<file path="src/rtl/grad_round_clip_pipe_if.sv">
`default_nettype none
// ============================================================================
//  Module      : grad_round_clip_pipe_if
//  Description : Stream bundle for grad_round_clip_pipe. It carries the input
//                vector with its per-vector config and the output vector with
//                its per-channel saturation flags, each with valid/ready.
//                master : the side that produces input vectors and consumes
//                         results (the surrounding datapath)
//                slave  : the rounding/clipping pipeline itself
//                Signals: in_valid/in_ready/in_data/mode/clip_en/clip_lim,
//                         out_valid/out_ready/out_data/out_sat
//  Revision    : 1.0 - initial release
// ============================================================================
interface grad_round_clip_pipe_if #(
    parameter int NUM_CH = 4,
    parameter int IN_W   = 16,
    parameter int OUT_W  = 8
);
    logic                    in_valid;
    logic                    in_ready;
    logic [NUM_CH*IN_W-1:0]  in_data;
    logic [1:0]              mode;
    logic                    clip_en;
    logic [OUT_W-2:0]        clip_lim;
    logic                    out_valid;
    logic                    out_ready;
    logic [NUM_CH*OUT_W-1:0] out_data;
    logic [NUM_CH-1:0]       out_sat;

    modport master (
        output in_valid, in_data, mode, clip_en, clip_lim, out_ready,
        input  in_ready, out_valid, out_data, out_sat
    );

    modport slave (
        input  in_valid, in_data, mode, clip_en, clip_lim, out_ready,
        output in_ready, out_valid, out_data, out_sat
    );
endinterface
`default_nettype wire

</file>
<file path="src/rtl/grad_round_clip_pipe.sv">
`default_nettype none
// ============================================================================
//  Module      : grad_round_clip_pipe
//  Description : Two-stage streaming converter from signed fixed-point
//                gradient words to saturated signed integers.
//                S1 rounds every channel (half-up, floor or half away from
//                zero); S2 clamps to a runtime symmetric limit or to the
//                OUT_W range and flags channels whose value changed.
//                Config travels with the vector through the pipe.
//  Ports       : clk, rst     - clock, synchronous active-high reset
//                bus (slave)  - input/output streams, see the interface
//                cnt_clr      - synchronous clear of sat_cnt
//                sat_cnt      - saturating count of delivered vectors with
//                               any out_sat bit set
//  Revision    : 1.0 - initial release
// ============================================================================
module grad_round_clip_pipe #(
    parameter int NUM_CH = 4,
    parameter int IN_W   = 16,
    parameter int FRAC   = 8,
    parameter int OUT_W  = 8,
    parameter int CNT_W  = 16
) (
    input  logic                  clk,
    input  logic                  rst,
    grad_round_clip_pipe_if.slave bus,
    input  logic                  cnt_clr,
    output logic [CNT_W-1:0]      sat_cnt
);

    // Rounded integers are held at IN_W-FRAC+1 bits: one more than the
    // integer part, so +0.5 on the largest input and negation of the most
    // negative input both stay representable.
    localparam int WW = IN_W - FRAC + 1;
    // The rounding sums themselves need one guard bit above IN_W.
    localparam int XW = IN_W + 1;

    localparam logic signed [XW-1:0] HALF = XW'(1) << (FRAC - 1);
    localparam logic signed [WW-1:0] MAXV = {{(WW-OUT_W+1){1'b0}}, {(OUT_W-1){1'b1}}};
    localparam logic signed [WW-1:0] MINV = ~MAXV;

    // ------------------------------------------------------------------
    // Handshake: each stage may advance when it is empty or the stage
    // after it is advancing.
    // ------------------------------------------------------------------
    logic s1_valid;
    logic s2_valid;
    logic s1_adv;
    logic s2_adv;

    assign s2_adv       = !s2_valid || bus.out_ready;
    assign s1_adv       = !s1_valid || s2_adv;
    assign bus.in_ready = s1_adv;

    // ------------------------------------------------------------------
    // S1 combinational: rounding per channel
    // ------------------------------------------------------------------
    logic [NUM_CH-1:0][WW-1:0] round_all;

    for (genvar k = 0; k < NUM_CH; k++) begin : g_round
        logic signed [IN_W-1:0] x;
        logic signed [XW-1:0]   x_ext;
        logic signed [XW-1:0]   up_sum;
        logic signed [XW-1:0]   neg_sum;
        logic signed [WW-1:0]   r_up;
        logic signed [WW-1:0]   r_tr;
        logic signed [WW-1:0]   mag;
        logic signed [WW-1:0]   r_sel;

        assign x       = bus.in_data[k*IN_W +: IN_W];
        assign x_ext   = {x[IN_W-1], x};
        assign up_sum  = x_ext + HALF;
        // For negative x, -x is positive, so the magnitude sum has a clear
        // top bit and dropping the fraction is a plain logical shift.
        assign neg_sum = (-x_ext) + HALF;

        // Taking bits [XW-1:FRAC] is the arithmetic shift by FRAC, already
        // at width WW.
        assign r_up = up_sum[XW-1:FRAC];
        assign r_tr = x_ext[XW-1:FRAC];
        assign mag  = neg_sum[XW-1:FRAC];

        always_comb begin
            r_sel = r_up;
            case (bus.mode)
                2'd1:    r_sel = r_tr;
                2'd2:    r_sel = x[IN_W-1] ? -mag : r_up;
                default: r_sel = r_up;
            endcase
        end

        assign round_all[k] = r_sel;
    end

    // ------------------------------------------------------------------
    // S1 registers: rounded values plus the clip config of this vector
    // ------------------------------------------------------------------
    logic [NUM_CH-1:0][WW-1:0] s1_r;
    logic                      s1_clip_en;
    logic [OUT_W-2:0]          s1_lim;

    always_ff @(posedge clk) begin
        if (rst) begin
            s1_valid   <= 1'b0;
            s1_r       <= '0;
            s1_clip_en <= 1'b0;
            s1_lim     <= '0;
        end else if (s1_adv) begin
            s1_valid <= bus.in_valid;
            if (bus.in_valid) begin
                s1_r       <= round_all;
                s1_clip_en <= bus.clip_en;
                s1_lim     <= bus.clip_lim;
            end
        end
    end

    // ------------------------------------------------------------------
    // S2 combinational: clamp and flag
    // ------------------------------------------------------------------
    logic signed [WW-1:0]         lim_ext;
    logic [NUM_CH*OUT_W-1:0]      clip_data;
    logic [NUM_CH-1:0]            clip_sat;

    assign lim_ext = {{(WW-OUT_W+1){1'b0}}, s1_lim};

    for (genvar k = 0; k < NUM_CH; k++) begin : g_clip
        logic signed [WW-1:0] r;
        logic signed [WW-1:0] hi;
        logic signed [WW-1:0] lo;
        logic signed [WW-1:0] clamped;
        logic                 over;
        logic                 under;

        assign r       = s1_r[k];
        assign hi      = s1_clip_en ? lim_ext  : MAXV;
        assign lo      = s1_clip_en ? -lim_ext : MINV;
        assign over    = r > hi;
        assign under   = r < lo;
        assign clamped = over ? hi : (under ? lo : r);

        assign clip_data[k*OUT_W +: OUT_W] = clamped[OUT_W-1:0];
        assign clip_sat[k]                 = over | under;
    end

    // ------------------------------------------------------------------
    // S2 registers drive the output stream directly; they only load when
    // the stage advances, which keeps them stable under backpressure.
    // ------------------------------------------------------------------
    logic [NUM_CH*OUT_W-1:0] s2_data;
    logic [NUM_CH-1:0]       s2_sat;

    always_ff @(posedge clk) begin
        if (rst) begin
            s2_valid <= 1'b0;
            s2_data  <= '0;
            s2_sat   <= '0;
        end else if (s2_adv) begin
            s2_valid <= s1_valid;
            if (s1_valid) begin
                s2_data <= clip_data;
                s2_sat  <= clip_sat;
            end
        end
    end

    assign bus.out_valid = s2_valid;
    assign bus.out_data  = s2_data;
    assign bus.out_sat   = s2_sat;

    // ------------------------------------------------------------------
    // Saturation-event counter: clear beats increment, sticks at all-ones
    // ------------------------------------------------------------------
    logic [CNT_W-1:0] cnt;

    always_ff @(posedge clk) begin
        if (rst || cnt_clr) begin
            cnt <= '0;
        end else if (s2_valid && bus.out_ready && (|s2_sat) && (cnt != {CNT_W{1'b1}})) begin
            cnt <= cnt + 1'b1;
        end
    end

    assign sat_cnt = cnt;

endmodule
`default_nettype wire

</file>
<file path="src/flat_wrapper.sv">
// flat-port wrapper written by rule: the top's interface ports become plain ports
module grad_round_clip_pipe_flat 
#(
    parameter int NUM_CH = 4,
    parameter int IN_W   = 16,
    parameter int FRAC   = 8,
    parameter int OUT_W  = 8,
    parameter int CNT_W  = 16
)
  (clk, rst, cnt_clr, sat_cnt, bus_in_valid, bus_in_data, bus_mode, bus_clip_en, bus_clip_lim, bus_out_ready, bus_in_ready, bus_out_valid, bus_out_data, bus_out_sat);
  grad_round_clip_pipe_if #(.NUM_CH(NUM_CH), .IN_W(IN_W), .OUT_W(OUT_W)) bus_i ();
  input  logic clk;
  input  logic rst;
  input  logic cnt_clr;
  output logic [CNT_W-1:0] sat_cnt;
  input wire logic [$bits(bus_i.in_valid)-1:0] bus_in_valid;
  input wire logic [$bits(bus_i.in_data)-1:0] bus_in_data;
  input wire logic [$bits(bus_i.mode)-1:0] bus_mode;
  input wire logic [$bits(bus_i.clip_en)-1:0] bus_clip_en;
  input wire logic [$bits(bus_i.clip_lim)-1:0] bus_clip_lim;
  input wire logic [$bits(bus_i.out_ready)-1:0] bus_out_ready;
  output wire logic [$bits(bus_i.in_ready)-1:0] bus_in_ready;
  output wire logic [$bits(bus_i.out_valid)-1:0] bus_out_valid;
  output wire logic [$bits(bus_i.out_data)-1:0] bus_out_data;
  output wire logic [$bits(bus_i.out_sat)-1:0] bus_out_sat;
  assign bus_i.in_valid = bus_in_valid;
  assign bus_i.in_data = bus_in_data;
  assign bus_i.mode = bus_mode;
  assign bus_i.clip_en = bus_clip_en;
  assign bus_i.clip_lim = bus_clip_lim;
  assign bus_i.out_ready = bus_out_ready;
  assign bus_in_ready = bus_i.in_ready;
  assign bus_out_valid = bus_i.out_valid;
  assign bus_out_data = bus_i.out_data;
  assign bus_out_sat = bus_i.out_sat;
  grad_round_clip_pipe #(.NUM_CH(NUM_CH), .IN_W(IN_W), .FRAC(FRAC), .OUT_W(OUT_W), .CNT_W(CNT_W)) u_core (.clk(clk), .rst(rst), .bus(bus_i), .cnt_clr(cnt_clr), .sat_cnt(sat_cnt));
endmodule
</file>
<file path="config.mk">
export PLATFORM = sky130hd
export DESIGN_NAME = grad_round_clip_pipe_flat
export DESIGN_NICKNAME = d
export VERILOG_FILES = /design/src/rtl/grad_round_clip_pipe_if.sv /design/src/rtl/grad_round_clip_pipe.sv /design/src/flat_wrapper.sv
export SDC_FILE = /design/constraint.sdc
export NUM_CORES = 1
export LEC_CHECK = 0
export BUFFER_PORTS_ARGS = -buffer_cell sky130_fd_sc_hd__buf_2
export CORE_AREA = 5 5 133 123
export CTS_BUF_LIST = sky130_fd_sc_hd__clkbuf_4
export CTS_CLUSTER_SIZE = 30
export DETAILED_ROUTE_END_ITERATION = 16
export DIE_AREA = 0 0 138 128
export PLACE_DENSITY = 0.89
export SYNTH_ARGS = -nofsm -noshare
export SYNTH_HDL_FRONTEND = slang
export SYNTH_SLANG_ARGS = --single-unit
</file>
<file path="constraint.sdc">
create_clock -name clk -period 3.88 [get_ports clk]
set_input_delay 0 -clock clk [delete_from_list [all_inputs] [get_ports clk]]
set_output_delay 0 -clock clk [all_outputs]
set_load 0.02 [all_outputs]
</file>
==> impl_summary.md <==
Power
The power density of the placed cells is 264 nW/um^2. Internal power comes to 1650 uW. The maximum ir drop on the vdd rail is 0.156 mV. The share of total power in sequential cells is 42.8%. For this design the static power due to leakage is 0.00429 uW. Per report_power, the clock group accounts for 23.2% of the total. The switching power as a share of total power is 38.1%. For this design the total switching power over the nets is 1010 uW. The share of total power dissipated in combinational logic is 34.0%.

Routing
The antenna violation net count after detailed routing is 0. The wire length per cell after detailed routing is 17.3 um. The violation count after the first detailed-routing iteration is 1,030. The post-detailed-route DRC marker count is 0.

Using the TritonRoute via totals, the vias-per-cell ratio works out to 6.34. For this block, the via count after detailed routing is 9,625. Wires add up to 26,300 um. The first TritonRoute pass finished after 5 iterations.

Logic synthesis
For this run, asynchronously set or reset flops after synthesis account for 0%. The post-synth net total is 1,335. The library cell with the largest summed area after synthesis is sky130_fd_sc_hd__dfxtp_1.

Each instance of the synthesized netlist takes up on average 7.38 um^2. The commonest cells after synthesis are sky130_fd_sc_hd__nand2_1, sky130_fd_sc_hd__nor2_1, sky130_fd_sc_hd__dfxtp_1. The summed instance area of the synthesized netlist is 8680 um^2. The top-area cell type share of the netlist area is 22.6%.

The sequential share of the synthesized area is 22.6%. By area the synthesized netlist is led by sky130_fd_sc_hd__dfxtp_1, sky130_fd_sc_hd__ha_1, sky130_fd_sc_hd__o21ai_0, sky130_fd_sc_hd__nand2_1, sky130_fd_sc_hd__nor2_1. The number of synthesized flops with an enable pin is 0.

In the post-synthesis netlist, the cell with the most instances is sky130_fd_sc_hd__nand2_1. During synthesis, Yosys emitted a total of 0 warnings. After synthesis the netlist holds a flip-flop and latch count of 98. The most used flip-flop cell after synthesis is sky130_fd_sc_hd__dfxtp_1.

In the synthesized netlist, the number of instances is 1,176. Yosys mapped the design onto 73 distinct sky130hd cell types.

Global route
The global routing usage summed across all routing layers is 28.6%. The number of global-route vias before repair is 8,854. The maximum number of pins on one net before global-route repair is 54. The first global-routing pass estimated 42,900 um of wire. The number of antenna violations at the first check in global routing is 0. The remaining global-route overflow is 0.

Flow run
The number of max-cap violations is 0.

Floorplan
The floorplan step defined a die boundary enclosing 17,700 um^2. The die span in x is 138 um. Pin placement for this block handled 133 I/O pins. The initial standard-cell utilization of the core is 58.0%. Row generation in the floorplan step produced 43 rows.

The die is 128 um tall. The core region is 15,000 um^2.

Worst setup path
The type of element capturing the critical path is a flip-flop. For the worst setup path, the data arrival time is 3.97 ns. The setup path with the least slack is of type reg -> reg. The kind of launch point of the worst setup path is a flip-flop.

Data on the critical path is required at its endpoint by 4.26 ns. The maximum fanout encountered on the critical timing path is 17.

STA
The final number of max-transition violations is 0. Static timing analysis puts the maximum clock frequency at 279 MHz. Headroom to the max-slew limit came out at 24.7%. The worst path in the final design needs a cycle of 3.59 ns, including I/O delays and setup. The setup clock skew after layout is 0.0172 ns. The final total negative setup slack is 0 ns. Setup repair after global routing left no endpoint under its margin. Setup violations remaining at the end of the flow were counted as 0. The total count of hold-check failures in the final report came to 0. The pin slew with the least headroom to its limit is 1.13 ns. The final critical-path share of the clock period is 92.4%.

Layout
The number of inserted filler cells in the final layout is 1,259. For this run, the post-layout net count is 1,471. The number of antenna diodes in the final layout is 0. Of the cells placed in the final design, the portion with a size suffix greater than 1 is 15.7%. The area growth from synthesis to layout is 16.2%. The post-route core utilization is 67.5%.

Clock network
Counting every sink on the clock net gives 98. The number of H-tree branching levels is 3. The total clock buffers created by CTS is 9. The clock latency at the later pin of the worst-skew pair is 0.50 ns. TritonCTS built the clock tree. Clock-pin slew was measured on the worst setup and hold paths at 0.17 ns.

In this run the deepest clock path goes through 2 buffers. The cell sitting at the root of the clock tree is a sky130_fd_sc_hd__clkbuf_4.

Placed design
The count of input and output buffers is 132. At the end of routability-driven placement, the weighted congestion stood at 1.06. The HPWL after detailed placement is 19,400 um.

Worst hold path
The worst hold path belongs to the class in -> reg.

Status
The flow ran to the end, and the final reports show no timing, DRC or antenna violations.
per-stage QoR:
stage	cell area, um^2	cells	setup slack [ns]	hold slack (ns)	power [uW]
2_1_floorplan	8680	1176	0.681	0.136	1730
3_3_place_gp	9510	1462	0.454	0.246	1980
3_5_place_dp	9510	1462	0.279	0.249	2000
4_1_cts	10100	1519	0.163	0.00103	2630
5_1_grt	10100	1519	0.111	0.0307	2800
6_report	10100	1519	0.294	0.0146	2660
area by class of cell:
type | instances | area (um^2) | share of cell area [%]
Timing Repair Buffer | 197 | 1250 | 12.4
Sequential cell | 98 | 1960 | 19.4
Tap cell | 202 | 253 | 2.50
Clock inverter | 7 | 96.3 | 0.955
Inverter | 49 | 184 | 1.82
Multi-Input combinational cell | 957 | 6280 | 62.2
Clock buffer | 9 | 67.6 | 0.670
registers in the layout, indices dropped and copies added, names as in the netlist:
register,count
u_core.s1_valid,1
u_core.bus.out_sat,4
u_core.s1_lim,7
u_core.g_clip.r,36
u_core.bus.out_valid,1
u_core.s1_clip_en,1
u_core.sat_cnt,16
u_core.bus.out_data,32
power groups by stage:
stage	Clock (uW)	Combinational, uW	Sequential [uW]
global placement	0	820	1160
detailed placement	0	844	1160
CTS	619	881	1130
finish	617	904	1140
floorplan	0	578	1150
global route	664	993	1140
placed cells by master (no fill, tap or decap), drive strengths merged, types with 7 or more instances in the layout:
cell	Yosys	routed
a211oi	29	29
a21o	11	11
a21oi	73	73
a221oi	11	11
a22oi	7	7
a31oi	15	15
and2	7	7
and3	17	17
buf	15	156
clkbuf	57	9
dfxtp	98	98
dlygate4sd3	0	41
ha	80	80
inv	49	53
mux2i	13	13
nand2	117	117
nand2b	16	16
nand3	64	64
nand4	17	17
nor2	114	114
nor2b	13	13
nor3	30	30
nor4	12	12
o211ai	9	9
o21a	9	9
o21ai	95	95
o22ai	7	7
or2	8	8
or3	11	11
xnor2	37	37
xor2	30	30
cell families after synthesis:
group / count (synthesis) / synth area share [%]
buffers and inverters: 121 / 5.28
XOR/XNOR: 67 / 6.76
adder cells (fa/ha/maj): 82 / 11.8
multiplexers: 19 / 2.28
AO/OA/AOI/OAI: 337 / 25.5
AND/OR/NAND/NOR: 452 / 25.8
flip-flops: 98 / 22.6
routing by layer:
layer | vias up | share of wire, % | GRT usage [%]
met5 | - | 0 | 0
met4 | 0 | 3.0 | 9.53
met3 | 84 | 9.4 | 5.93
met2 | 487 | 46 | 47.2
met1 | 4469 | 42 | 37.8
li1 | 4585 | - | -
timing repair:
item / in CTS / in global routing
endpoints found under the setup margin: 0 / 2
endpoints found under the hold margin: 49 / 0
hold buffers: 41 / 0
gates resized for setup: 0 / 2
buffers inserted: 0 / 0
worst max-delay path, cell delays in order, from the launching register on:
cell and delay (ns):
sky130_fd_sc_hd__dfxtp_1 0.40, sky130_fd_sc_hd__nor4_1 0.67, sky130_fd_sc_hd__and3_1 0.25, sky130_fd_sc_hd__o21ai_0 0.07, sky130_fd_sc_hd__buf_4 0.20, sky130_fd_sc_hd__ha_1 0.30, sky130_fd_sc_hd__a21o_1 0.18, sky130_fd_sc_hd__a211oi_1 0.33
sky130_fd_sc_hd__nand3_1 0.12, sky130_fd_sc_hd__o21ai_0 0.13, sky130_fd_sc_hd__nor2_2 0.19, sky130_fd_sc_hd__nor2b_1 0.14, sky130_fd_sc_hd__a2111oi_0 0.07, sky130_fd_sc_hd__a2111oi_0 0.43
worst paths after layout:
path	end	from	slack [ns]	cells after the start
setup / recovery	u_core.bus.out_data[0]	u_core.s1_lim[2]	0.29	13
hold / removal	u_core.g_clip[1].r[3]	bus_in_data[27]	0.01	3
setup reg to reg	u_core.bus.out_data[0]	u_core.s1_lim[2]	0.29	13
hold reg to reg	u_core.bus.out_data[23]	u_core.bus.out_data[23]	0.46	2
Note: power is estimated with default switching activity, not from simulation.
